File: src/rtl/fetch_stage_if.sv
// Instruction-memory request/acknowledge bus between the IF stage (master)
// and the instruction memory (slave).
interface fetch_stage_if;
  logic        im_req;
  logic [31:0] im_addr;
  logic        im_ack;
  logic [31:0] im_rdata;

  modport master (output im_req, im_addr, input im_ack, im_rdata);
  modport slave  (input im_req, im_addr, output im_ack, im_rdata);
endinterface

File: src/rtl/fetch_stage.sv
// IF stage of the pipelined MIPS core: PC register, variable-latency fetch, IF/ID register.
// Optional macro FETCH_PERF_CNT_EN adds the perf_wait_cycles memory-wait counter.
module fetch_stage #(
  parameter logic [31:0] RESET_PC = 32'h0000_3000,
  parameter logic [31:0] IM_BASE  = 32'h0000_3000,
  parameter logic [31:0] IM_LIMIT = 32'h0000_6ffc
) (
  input  logic          clk,
  input  logic          reset,
  input  logic [31:0]   npc,
  input  logic          stall,
  input  logic          flush,
  output logic [31:0]   F_pc,
  fetch_stage_if.master im,
  output logic [31:0]   D_pc,
  output logic [31:0]   D_instr,
  output logic [4:0]    D_excCode,
  output logic          D_valid
`ifdef FETCH_PERF_CNT_EN
  ,
  output logic [31:0]   perf_wait_cycles
`endif
);

  typedef enum logic [1:0] {ISSUE, HOLD, DISCARD} state_t;

  localparam logic [4:0] EXC_NONE = 5'd0;
  localparam logic [4:0] EXC_ADEL = 5'd4;

  state_t      state, state_next;
  logic [31:0] hold_instr;
  logic [4:0]  hold_exc;
  logic [31:0] stale_addr;
  logic        legal;
  logic        ready;
  logic        outstanding;
  logic [31:0] ready_instr;
  logic [4:0]  ready_exc;

  always_comb begin
    legal       = (F_pc[1:0] == 2'b00) && (F_pc >= IM_BASE) && (F_pc <= IM_LIMIT);
    im.im_req   = ((state == ISSUE) && legal) || (state == DISCARD);
    im.im_addr  = (state == DISCARD) ? stale_addr : F_pc;
    outstanding = im.im_req && !im.im_ack;
    ready       = ((state == ISSUE) && (im.im_ack || !legal)) || (state == HOLD);
    ready_instr = im.im_rdata;
    ready_exc   = EXC_NONE;
    if (state == HOLD) begin
      ready_instr = hold_instr;
      ready_exc   = hold_exc;
    end else if (!legal) begin
      ready_instr = 32'd0;
      ready_exc   = EXC_ADEL;
    end
  end

  always_ff @(posedge clk) begin
    if (reset) state <= ISSUE;
    else       state <= state_next;
  end

  // A flush during an in-flight fetch must still wait out that fetch's ack.
  always_comb begin
    state_next = state;
    if (flush) begin
      state_next = outstanding ? DISCARD : ISSUE;
    end else begin
      case (state)
        ISSUE:   if (ready && stall) state_next = HOLD;
        HOLD:    if (!stall)         state_next = ISSUE;
        DISCARD: if (im.im_ack)      state_next = ISSUE;
        default:                     state_next = ISSUE;
      endcase
    end
  end

  always_ff @(posedge clk) begin
    if (reset) begin
      F_pc       <= RESET_PC;
      D_pc       <= 32'd0;
      D_instr    <= 32'd0;
      D_excCode  <= EXC_NONE;
      D_valid    <= 1'b0;
      hold_instr <= 32'd0;
      hold_exc   <= EXC_NONE;
      stale_addr <= 32'd0;
    end else if (flush) begin
      D_instr    <= 32'd0;
      D_excCode  <= EXC_NONE;
      D_valid    <= 1'b0;
      F_pc       <= npc;
      stale_addr <= im.im_addr;
    end else begin
      case (state)
        ISSUE: begin
          if (ready && !stall) begin
            D_pc      <= F_pc;
            D_instr   <= ready_instr;
            D_excCode <= ready_exc;
            D_valid   <= 1'b1;
            F_pc      <= npc;
          end else if (ready) begin
            hold_instr <= ready_instr;
            hold_exc   <= ready_exc;
          end else if (!stall) begin
            D_instr   <= 32'd0;
            D_excCode <= EXC_NONE;
            D_valid   <= 1'b0;
          end
        end
        HOLD: begin
          if (!stall) begin
            D_pc      <= F_pc;
            D_instr   <= hold_instr;
            D_excCode <= hold_exc;
            D_valid   <= 1'b1;
            F_pc      <= npc;
          end
        end
        default: begin
        end
      endcase
    end
  end

`ifdef FETCH_PERF_CNT_EN
  // Counts only real fetch waits; draining a discarded request is not charged.
  always_ff @(posedge clk) begin
    if (reset)
      perf_wait_cycles <= 32'd0;
    else if ((state == ISSUE) && im.im_req && !im.im_ack && (perf_wait_cycles != 32'hffff_ffff))
      perf_wait_cycles <= perf_wait_cycles + 32'd1;
  end
`endif

endmodule

File: src/flat_wrapper.sv
// flat-port wrapper written by rule: the top's interface ports become plain ports
module fetch_stage_flat 
#(
  parameter logic [31:0] RESET_PC = 32'h0000_3000,
  parameter logic [31:0] IM_BASE  = 32'h0000_3000,
  parameter logic [31:0] IM_LIMIT = 32'h0000_6ffc
)
  (clk, reset, npc, stall, flush, F_pc, D_pc, D_instr, D_excCode, D_valid, im_im_req, im_im_addr, im_im_ack, im_im_rdata);
  fetch_stage_if im_i ();
  input  logic clk;
  input  logic reset;
  input  logic [31:0] npc;
  input  logic stall;
  input  logic flush;
  output logic [31:0] F_pc;
  output logic [31:0] D_pc;
  output logic [31:0] D_instr;
  output logic [4:0] D_excCode;
  output logic D_valid;
  output wire logic [$bits(im_i.im_req)-1:0] im_im_req;
  output wire logic [$bits(im_i.im_addr)-1:0] im_im_addr;
  input wire logic [$bits(im_i.im_ack)-1:0] im_im_ack;
  input wire logic [$bits(im_i.im_rdata)-1:0] im_im_rdata;
  assign im_im_req = im_i.im_req;
  assign im_im_addr = im_i.im_addr;
  assign im_i.im_ack = im_im_ack;
  assign im_i.im_rdata = im_im_rdata;
  fetch_stage #(.RESET_PC(RESET_PC), .IM_BASE(IM_BASE), .IM_LIMIT(IM_LIMIT)) u_core (.clk(clk), .reset(reset), .npc(npc), .stall(stall), .flush(flush), .F_pc(F_pc), .im(im_i), .D_pc(D_pc), .D_instr(D_instr), .D_excCode(D_excCode), .D_valid(D_valid));
endmodule
File: config.mk
export PLATFORM = sky130hd
export DESIGN_NAME = fetch_stage_flat
export DESIGN_NICKNAME = d
export VERILOG_FILES = /design/src/rtl/fetch_stage_if.sv /design/src/rtl/fetch_stage.sv /design/src/flat_wrapper.sv
export SDC_FILE = /design/constraint.sdc
export NUM_CORES = 1
export LEC_CHECK = 0
export CORE_MARGIN = 1
export CORE_UTILIZATION = 49
export DETAILED_ROUTE_END_ITERATION = 8
export HOLD_SLACK_MARGIN = 0.15
export PLACE_DENSITY = 0.8
export SYNTH_ARGS = -nofsm -noshare
export SYNTH_HDL_FRONTEND = slang
export SYNTH_SLANG_ARGS = --single-unit
File: constraint.sdc
create_clock -name clk -period 2.07 [get_ports clk]
set_input_delay 0.414 -clock clk [delete_from_list [all_inputs] [get_ports clk]]
set_output_delay 0.414 -clock clk [all_outputs]
set_load 0.02 [all_outputs]
* Word level (Yosys, flattened, before mapping)
Index checks and enable logic that the tools add are counted.
Operators by class: magnitude comparators 2, equality and inequality tests 10, muxes and demuxes 33, bitwise gates (word level) 2, reduce and logical (&&, ||, !) cells 23
Operator list (number):
- two-way mux 32 bit | 12
- one-hot mux 32 bit (2 select lines) | 3
- >= comparator 32 x 14 -> 1 bit (second input constant) | 1
- less-or-equal comparator 32 x 15 -> 1 bit (second input constant) | 1
- two-way mux 5 bit | 5
- != test 3 bit (second input constant) | 6
- AND reduction 4 bit | 3
- two-way mux 2 bit | 5
- one-hot mux 5 bit (2 select lines) | 1
- logical AND 1 bit | 7
- one-hot mux 2 bit (3 select lines) | 1
- AND reduction 3 bit | 2
- zero test 2 bit | 2
- two-way mux 1 bit | 4
- != test 2 bit (second input constant) | 2
- zero test 1 bit | 3
- logical OR 1 bit | 3
- two-way mux 3 bit | 1
- nonzero test 3 bit | 1
- == test 2 x 1 -> 1 bit (second input constant) | 1
- == test 2 bit (second input constant) | 1
- NOT 1 bit | 2
- one-hot mux 1 bit (2 select lines) | 1
- nonzero test 2 bit | 1
- OR reduction 2 bit | 1
Word-level totals: register bits after elaboration 173, input bits 69, output and inout port bits 135, word-level logic and storage cells 79

* Longest topological paths before layout
Gate-level depths: netlist of the first run.
word-level depth 11, gate-level depth with buffers 7, gate-level depth less buffers 4

* Worst setup path after synthesis of the first run
Ideal clock, no wire load.
path type reg2reg, start point register u_core.F_pc[14], end point register u_core.D_pc[10], library setup time 72 ps, arrival time 1784 ps, data required time 1998 ps, setup slack 215 ps, stages on the path, launching flop included 6, buffers on the path 1, clock period less this slack 1855 ps, path through dfxtp_1 a21boi_1 o211ai_4 o31ai_4 buf_8 mux2i_1
On the way: cells in the longest elaborated chain, start to end 10, elaborated cells between the ends (all ways) 11, classes of those cells order compare (2); eq/ne (1); reduce/logical (8)
Ends and longest elaborated chain:
- start: declaration | line fetch_stage.sv:13 | output logic [31:0] F_pc,
- start signal: assignment | line fetch_stage.sv:91 | F_pc <= npc;
- start signal: assignment | line fetch_stage.sv:101 | F_pc <= npc;
- start signal: assignment | line fetch_stage.sv:117 | F_pc <= npc;
- >= comparator 32 x 14 -> 1 bit | line fetch_stage.sv:41 | legal = (F_pc[1:0] == 2'b00) && (F_pc >= IM_BASE) && (F_pc <= IM_LIMIT);
- logical AND 1 bit | line fetch_stage.sv:41
- logical AND 1 bit (*) | line fetch_stage.sv:41
- zero test 1 bit (*) | line fetch_stage.sv:45 | ready = ((state == ISSUE) && (im.im_ack || !legal)) || (state == HOLD);
- logical OR 1 bit (*) | line fetch_stage.sv:45
- logical AND 1 bit (*) | line fetch_stage.sv:45
- logical OR 1 bit (*) | line fetch_stage.sv:45
- logical AND 1 bit (*) | line fetch_stage.sv:96 | if (ready && !stall) begin
- != test 2 bit (no source line) (*)
- AND reduction 4 bit (no source line) (*)
- end signal: assignment | line fetch_stage.sv:97 | D_pc <= F_pc;
- end signal: assignment | line fetch_stage.sv:113 | D_pc <= F_pc;
- end: declaration | line fetch_stage.sv:15 | output logic [31:0] D_pc,
Every way passes the cells marked *; elsewhere a longest branch is shown, timed or not. A chain may end at the register's enable or synchronous reset.

* Final worst setup path of the first run
start point register u_core.state[1], end point output im_im_addr[18]
On the way: cells in the longest elaborated chain, start to end 2
Ends and longest elaborated chain:
- start: declaration | line fetch_stage.sv:30 | state_t state, state_next;
- start signal: assignment | line fetch_stage.sv:59 | else state <= state_next;
- == test 2 bit | line fetch_stage.sv:43 | im.im_addr = (state == DISCARD) ? stale_addr : F_pc;
- two-way mux 32 bit | line fetch_stage.sv:43
- end: declaration | line flat_wrapper.sv:21 | output wire logic [$bits(im_i.im_addr)-1:0] im_im_addr;
Every way passes these cells.

==> results.md, run 1 <==
- For this block, the routed nets add up to 20.6 mm of wire.
- From left edge to right edge, the die measures 129 um.
- The clock network burns 41.9% of the power.
- The antenna cell count is 0.
- The number of cells traversed by the worst register-to-register path is 7.
- The combinational share of power is 15.3%.
- Across the VDD grid, the largest voltage drop is 0.650 mV.
- The first-pass GRT wire length is 31.8 mm.
- The biggest area contributor in the post-synthesis netlist is dfxtp_1.
- The buffers plus inverters on the worst setup path is 3.
- The level count of the clock H-tree is 4.
- The commonest cells after synthesis are dfxtp_1 (173), nand2b_1 (126), nor2_1 (80), a211oi_1 (64), mux2i_1 (64).
- In this run the power density over the cells is 748 nW/um2.
- The synthesized design contains 0 enable-type register cells.
- In this run the tool buffered the top-level ports with 203 buffer cells.
- The number of violations reported at the end of detailed-routing iteration 0 is 464.
- In this run the number of cells on the critical path is 5.
- After layout, the worst path uses 106% of the clock period.
- The largest delay contributor family on the critical path is buffers and inverters.
- The switching power is 2.13 mW.
- Dividing the synthesized area by the synthesized cell count gives 9.58 um2.
- Along the worst path, the maximum fanout reaches 5.
- The most common cell in the netlist is dfxtp_1.
- Power comes to 8.31 mW.
- The net count after synthesis is 891.
- The critical path's slowest cell is mux2_2.
- The sort of element at the start of the critical path is a register.
- The share of the yosys chip area belonging to registers is 44.0%.
- The clock passes through at most 2 buffers.
- The clock latency reported for the late side of the worst-skew pair is 0.43 ns.
- For the final routed database, the setup TNS stands at -1.69 ns.
- The number of global-route vias before repair is 6,212.
- Counting every sink on the clock net gives 173.
- The count of nets left with antenna violations once routing finished came out at 0.
- Dividing the detail-routed wire length by the instance count gives 16.4 um.
- Of the cells placed in the final design, the portion with a size suffix greater than 1 is 19.7%.
- The final reports fail on negative setup slack.
- Counting instances, the worst hold path has a depth of 4.
- The worst path in the final design needs a cycle of 2.19 ns, including I/O delays and setup.
- Counting tap cells, the placed design contains a total of 1,209 instances.
- The initial antenna violation count is 0.
- Before antenna repair, the detailed router went through 5 iterations.
- Once layout is complete, the cells apart from fillers number 1,254.
- The number of warnings printed during yosys synthesis is 0.
- In the final design database the tool counted 1,099 nets.
- The tightest min-delay check is of the in -> reg type.
- The arrival time of the worst setup path is 1.77 ns.
- The leakage power is 4.13 nW.
- Setup repair after global routing could not meet its margin everywhere.
- Compared with the post-synthesis result, the final layout area differs by 41.1%.
- Synthesis produced 822 cells.
- The maximum cell stage delay along the critical path is 0.35 ns.
- Across the routed clock network, the largest skew measured is 0.00740 ns.
- The clock tree from TritonCTS is yes.
- The transition at the pin with the smallest max-transition slack is 0.476 ns.
- The critical path in this run is classified as reg -> out.
- Sorting the synthesized cells by area gives the leading types as dfxtp_1 (44%), nand2b_1 (10%), mux2i_1 (8.1%).
- The global route total overflow is 0.
- The number of slew-limit violations in the final report came to 0.
- The post-route DRC violation count is 0.
- Setup violations remaining at the end of the flow were counted as 28.
- The most used flip-flop cell after synthesis is dfxtp_1.
- The overall via count from detail_route is 6,629.
- The overall track demand over capacity in global routing is 24.7%.
- The capturing element type of the critical path is an output port.
- The count of state elements after synthesis is 173.
- After layout, the worst setup slack is -0.116 ns.
- The final hold slack is 0.366 ns.
- In this run the count of I/O pins placed on the die edge is 204.
- The master cell of the clock root buffer is clkbuf_16.
- For this configuration, the core starts out at a cell density of 51.0%.
- Data on the critical path is required at its endpoint by 1.66 ns.
- In the routed layout, each cell is associated on average with a via count of 5.29.
- The number of hold violations in the final report came to 0.
- The estimated wirelength of the detail-placed design is 13.4 mm.
- TritonCTS created 17 clock buffers.
- Net switching is 25.6% of the power.
- The proportion of netlist area held by the largest area contributor is 44.0%.
- The post-synthesis cell area is 7870 um2.
- The floorplan step set the die height to 129 um.
- The flow ran to the end, but the final reports show violations.
- For this run, asynchronously set or reset flops after synthesis account for 0%.
- Per report_power, the sequential group accounts for 42.8% of the total.
- After clock tree synthesis, the clock-pin slew on the worst setup and hold paths is 0.06 ns.
- The worst slew margin relative to its limit is 68.3%.
- The setup slack at placement is -0.117 ns.
- The area enclosed by the die boundary is 16,600 um2.
- The pin count of the biggest net entering global routing is 59.
- The number of violations of the max-capacitance limit is 0.
- The final weighted congestion in routability-driven placement is 0.805.
- The number of different library cells used by synthesis comes to 45.
- The internal power summed over all cells is 6.19 mW.
- The critical path goes through nor2b_4, buf_4, clkbuf_16, mux2_2, buf_2.
- The total area inside the core boundary comes to 15,400 um2.
- The highest achievable clock rate is 458 MHz.
- The floorplan has 45 rows.
sequential cells by signal, indices dropped and copies added, names as in the netlist:
signal             flops
u_core.D_instr        32
u_core.D_pc           32
u_core.F_pc           32
u_core.hold_instr     32
u_core.stale_addr     32
u_core.D_excCode       5
u_core.hold_exc        5
u_core.state           2
u_core.D_valid         1
cells by family after synthesis:
logic type / count (synthesis) / synth area share [%]
buffers and inverters: 104 / 6.20
and+or+nand+nor: 298 / 20.5
muxes: 96 / 12.7
AOI/OAI and AO/OA: 151 / 16.6
DFF: 173 / 44.0
worst min-delay path: stages:
cell and delay, ns:
buf_2 0.17, nor2_1 0.06, nand2_1 0.06, a311oi_1 0.04
final cells by class:
type	instances	area, um2
flip-flops and latches	173	3470
clock buffers	20	457
fillers	1159	4320
repair buffers	258	2560
clock inverters	12	183
well taps	211	264
multi-input cells	545	4050
inverters	35	131
worst paths after layout:
check                                to  slack (ns)                   from
setup / recovery         im_im_addr[18]       -0.12        u_core.state[1]
setup reg to reg  u_core.hold_instr[18]        0.09        u_core.F_pc[15]
hold / removal          u_core.state[0]        0.37                  flush
hold reg to reg      u_core.D_instr[13]        0.47  u_core.hold_instr[13]
placed cells by master, fill, tap and decap left out, types with 35 or more instances in the layout:
| master | count |
|---|---|
| a211oi_1 | 64 |
| buf_4 | 49 |
| clkdlybuf4s50_1 | 166 |
| dfxtp_1 | 168 |
| inv_1 | 35 |
| mux2i_1 | 64 |
| nand2_1 | 36 |
| nand2b_1 | 126 |
| nor2_1 | 77 |
| nor3_1 | 35 |
| o21ai_0 | 35 |
layer usage:
layer / vias up / GRT usage (%) / wire length (um)
li1: 3284 / - / -
met1: 3082 / 31.4 / 9140
met2: 242 / 39.6 / 9430
met3: 21 / 8.52 / 1640
met4: 0 / 7.40 / 369
met5: - / 0 / 0
timing repair:
| item | CTS | global route |
|---|---|---|
| gates cloned | 0 | 3 |
| setup buffers | 6 | 4 |
| gates resized for setup | 125 | 84 |
| endpoints found under the setup margin | 33 | 45 |
| hold buffers | 0 | 0 |
| pin swaps | 6 | 0 |
stage by stage:
| stage | instance area [um2] | utilization, % |
|---|---|---|
| floorplan | 7870 | - |
| global placement | 10300 | 66.7 |
| detailed placement | 10300 | 66.7 |
| CTS | 10900 | 70.7 |
| global route | 11100 | 72.0 |
| finish | 11100 | 72.0 |
power by group through the flow:
stage               Combinational (mW)  Sequential, mW  Clock (mW)
CTS                               1.24            3.55        3.50
floorplan                        0.573            3.71           0
global placement                  1.23            3.62           0
global route                      1.36            3.57        3.67
finish                            1.27            3.56        3.48
detailed placement                1.24            3.62           0
No activity file was read; power rests on OpenSTA's default activity.
==> run 2, diff against run 1 <==
--- a/config.mk
+++ b/config.mk
@@ -13,3 +13,4 @@
 export SYNTH_ARGS = -nofsm -noshare
 export SYNTH_HDL_FRONTEND = slang
 export SYNTH_SLANG_ARGS = --single-unit
+export TNS_END_PERCENT = 5
==> run 2 against run 1 <==
The run still ends with negative setup slack left. Clock power hardly changed. Utilization is 0.41 points lower. Via count is 0.60% lower. Final cell count fell by 0.16%. Cell area fell by 0.56%. Combinational power about the same. Setup slack worse by 0.015 ns. Worst hold slack hardly changed. Fmax is 0.70% lower.
==> results.md, run 2 (synthesis gave the netlist of run 1 again) <==
- The flow ran to the end, but the final reports show violations.
- The final reports fail on negative setup slack.
- The worst register-to-register path begins at u_core.F_pc[23].
- The net total in the final layout is 1,097 (-0.18%).
- The worst reg-to-reg setup slack is 0.11 ns (+0.02 ns).
- The level count of the clock H-tree was 4 (unchanged).
- The sort of element at the start of the critical path is a register.
- The maximum VDD drop is 0.610 mV (-6.1%).
- The clock tree skew after final layout is 0.00764 ns (+0.000235 ns).
- The global route total overflow was 0 (unchanged).
- The estimated wirelength of the detail-placed design is 13.4 mm (unchanged).
- The number of violations of the max-capacitance limit is 0 (unchanged).
- The antenna cell count is 0 (unchanged).
- The worst hold-check path type is in -> reg.
- The part of the total power dissipated in sequential elements is 42.8% (about the same).
- The top fanout value on the critical path was 6 (+1).
- The count of boundary I/O pins came to 204 (unchanged).
- The total CTS buffers is 17 (unchanged).
- The number of slew-limit violations in the final report is 0 (unchanged).
- The combinational share of power came to 15.3% (about the same).
- The post-route DRC violation count was 0 (unchanged).
- The data required time of the worst path is 1.66 ns (about the same).
- The ratio of final minimum period to clock period came to 106% (+0.74 points).
- The end of the worst register-to-register path is u_core.hold_instr[31].
- The overall track demand over capacity in global routing came to 24.6% (-0.12 points).
- The area enclosed by the die boundary came to 16,600 um2 (unchanged).
- The horizontal extent of the die is 129 um (unchanged).
- The switching part of the total power came to 25.7% (+0.092 points).
- The final hold slack is 0.366 ns (+0.000362 ns).
- The pin count of the biggest net entering global routing is 59 (unchanged).
- In the layout the commonest cells are dfxtp_1 (169), clkdlybuf4s50_1 (166), nand2b_1 (126).
- The number of setup violations in the final report is 23 (-18%).
- The leakage power is 4.11 nW (-0.41%).
- The count of buffers inserted at the top-level ports is 203 (unchanged).
- The slack of the critical path was -0.131 ns (-0.0154 ns).
- The number of cells traversed by the worst register-to-register path was 7 (unchanged).
- The overall via count from detail_route is 6,589 (-0.60%).
- The worst slew margin relative to its limit is 68.3% (about the same).
- The startpoint identified for the worst hold timing path is flush.
- The wire length per cell is 16.4 um (about the same).
- The number of violations reported at the end of detailed-routing iteration 0 came to 406 (-13%).
- The master cell of the clock root buffer is clkbuf_16.
- The number of hold violations in the final report is 0 (unchanged).
- The core region area is 15,400 um2 (unchanged).
- The signed area change from the synthesized netlist to the final layout is 40.4%.
- The critical path is of the reg -> out type.
- The mean number of vias per cell is 5.26 (-0.44%).
- TritonCTS built the clock tree.
- The number of buffers between clock root and the deepest sink is 2 (unchanged).
- The clock latency reported for the late side of the worst-skew pair is 0.43 ns (about the same).
- The shortest clock period the worst path allows after layout is 2.20 ns (+0.0154 ns).
- Setup repair after global routing could not meet its margin everywhere.
- The count of TritonRoute iterations in the first routing pass is 5 (unchanged).
- The transition at the pin with the smallest max-transition slack is 0.476 ns (-0.000168 ns).
- The most common library cell in the layout ignoring fill and taps is dfxtp_1.
- The sum of negative setup slack is -1.68 ns (+0.00974 ns).
- The first-pass GRT wire length came to 31.7 mm (-0.47%).
- The number of sinks on the clock net is 173 (unchanged).
- The vertical die dimension is 129 um (unchanged).
- The switching power came to 2.13 mW (+0.38%).
- The end-of-flow core utilization was 71.6% (-0.41 points).
- The share of total power in the clock network is 42.0% (about the same).
- The final weighted congestion in routability-driven placement is 0.805 (unchanged).
- The total length of routed wires is 20.6 mm (about the same).
- The post-route antenna net violation count came to 0 (unchanged).
- The internal power summed over all cells was 6.18 mW (-0.11%).
- The proportion of layout cells with a drive suffix above 1 is 19.3% (-0.35 points).
- The number of rows created at floorplan is 45 (unchanged).
- The worst setup path is captured at an output port.
- The clock transition at the registers of the reported paths came to 0.06 ns (about the same).
- The initial antenna violation count was 0 (unchanged).
- The power density normalized to cell area is 752 nW/um2 (+0.58%).
- The highest achievable clock rate is 454 MHz (-0.70%).
- The number of global-route vias before repair came to 6,149 (-1.0%).
- The arrival time of the worst setup path was 1.79 ns (+0.02 ns).
- The count of cells along the worst hold path came to 4 (unchanged).
- The starting density of the core is 51.0% (unchanged).
- The worst-case hold path end point is u_core.state[0].
[run 2: final cells by class]
cell class / instances / area, um2
Fill cell: 1167 / 4380
Multi-Input combinational cell: 545 / 4030
Sequential cell: 173 / 3470
Timing Repair Buffer: 256 / 2510
Clock buffer: 20 / 457
Tap cell: 211 / 264
Clock inverter: 12 / 183
Inverter: 35 / 131
[run 2: worst max path at each step]
stage | start | endpoint | slack [ns] | depth (start not counted)
6_report | u_core.state[1] | im_im_addr[26] | -0.13 | 5
5_1_grt | u_core.F_pc[19] | im_im_req | -0.19 | 5
4_1_cts | u_core.state[1] | im_im_addr[20] | -0.20 | 4
3_5_place_dp | stall | u_core.hold_instr[18] | -0.12 | 6
3_3_place_gp | stall | u_core.D_instr[26] | -0.08 | 7
2_1_floorplan | u_core.F_pc[14] | u_core.D_pc[10] | 0.21 | 5
[run 2: worst max-delay path, stage by stage, from the launching register on]
cell	delay, ns
dfxtp_2	0.33
nor2b_4	0.22
buf_6	0.15
clkbuf_16	0.15
mux2_1	0.34
buf_2	0.17
[run 2: stage by stage]
step	power, mW	setup slack (ns)	area, um2	instances
floorplan	4.28	0.215	7870	822
global placement	4.84	-0.0751	10300	1209
detailed placement	4.86	-0.117	10300	1209
CTS	8.28	-0.199	10900	1243
global route	8.60	-0.191	11000	1252
finish	8.31	-0.131	11000	1252
[run 2: power by group through the flow]
stage | Sequential (mW) | Combinational [mW] | Clock (mW)
after floorplan | 3.71 | 0.573 | 0
after global placement | 3.62 | 1.23 | 0
after detailed placement | 3.62 | 1.24 | 0
after CTS | 3.55 | 1.23 | 3.50
after global routing | 3.57 | 1.35 | 3.67
final | 3.55 | 1.27 | 3.49
[run 2: routing by layer]
metal / global-route usage, % / wire [um] / up-vias
li1: - / - / 3278
met2: 39.2 / 9570 / 221
met3: 8.48 / 1580 / 22
met4: 7.40 / 341 / 0
met5: 0 / 0 / -
met1: 31.3 / 9070 / 3068
[run 2: timing repair]
action | 4_1_cts | 5_1_grt
gates resized for setup | 122 | 70
hold buffers | 0 | 0
setup endpoints to repair | 33 | 34
buffers inserted | 2 | 7
cloned | 0 | 2
pin swaps | 3 | 5
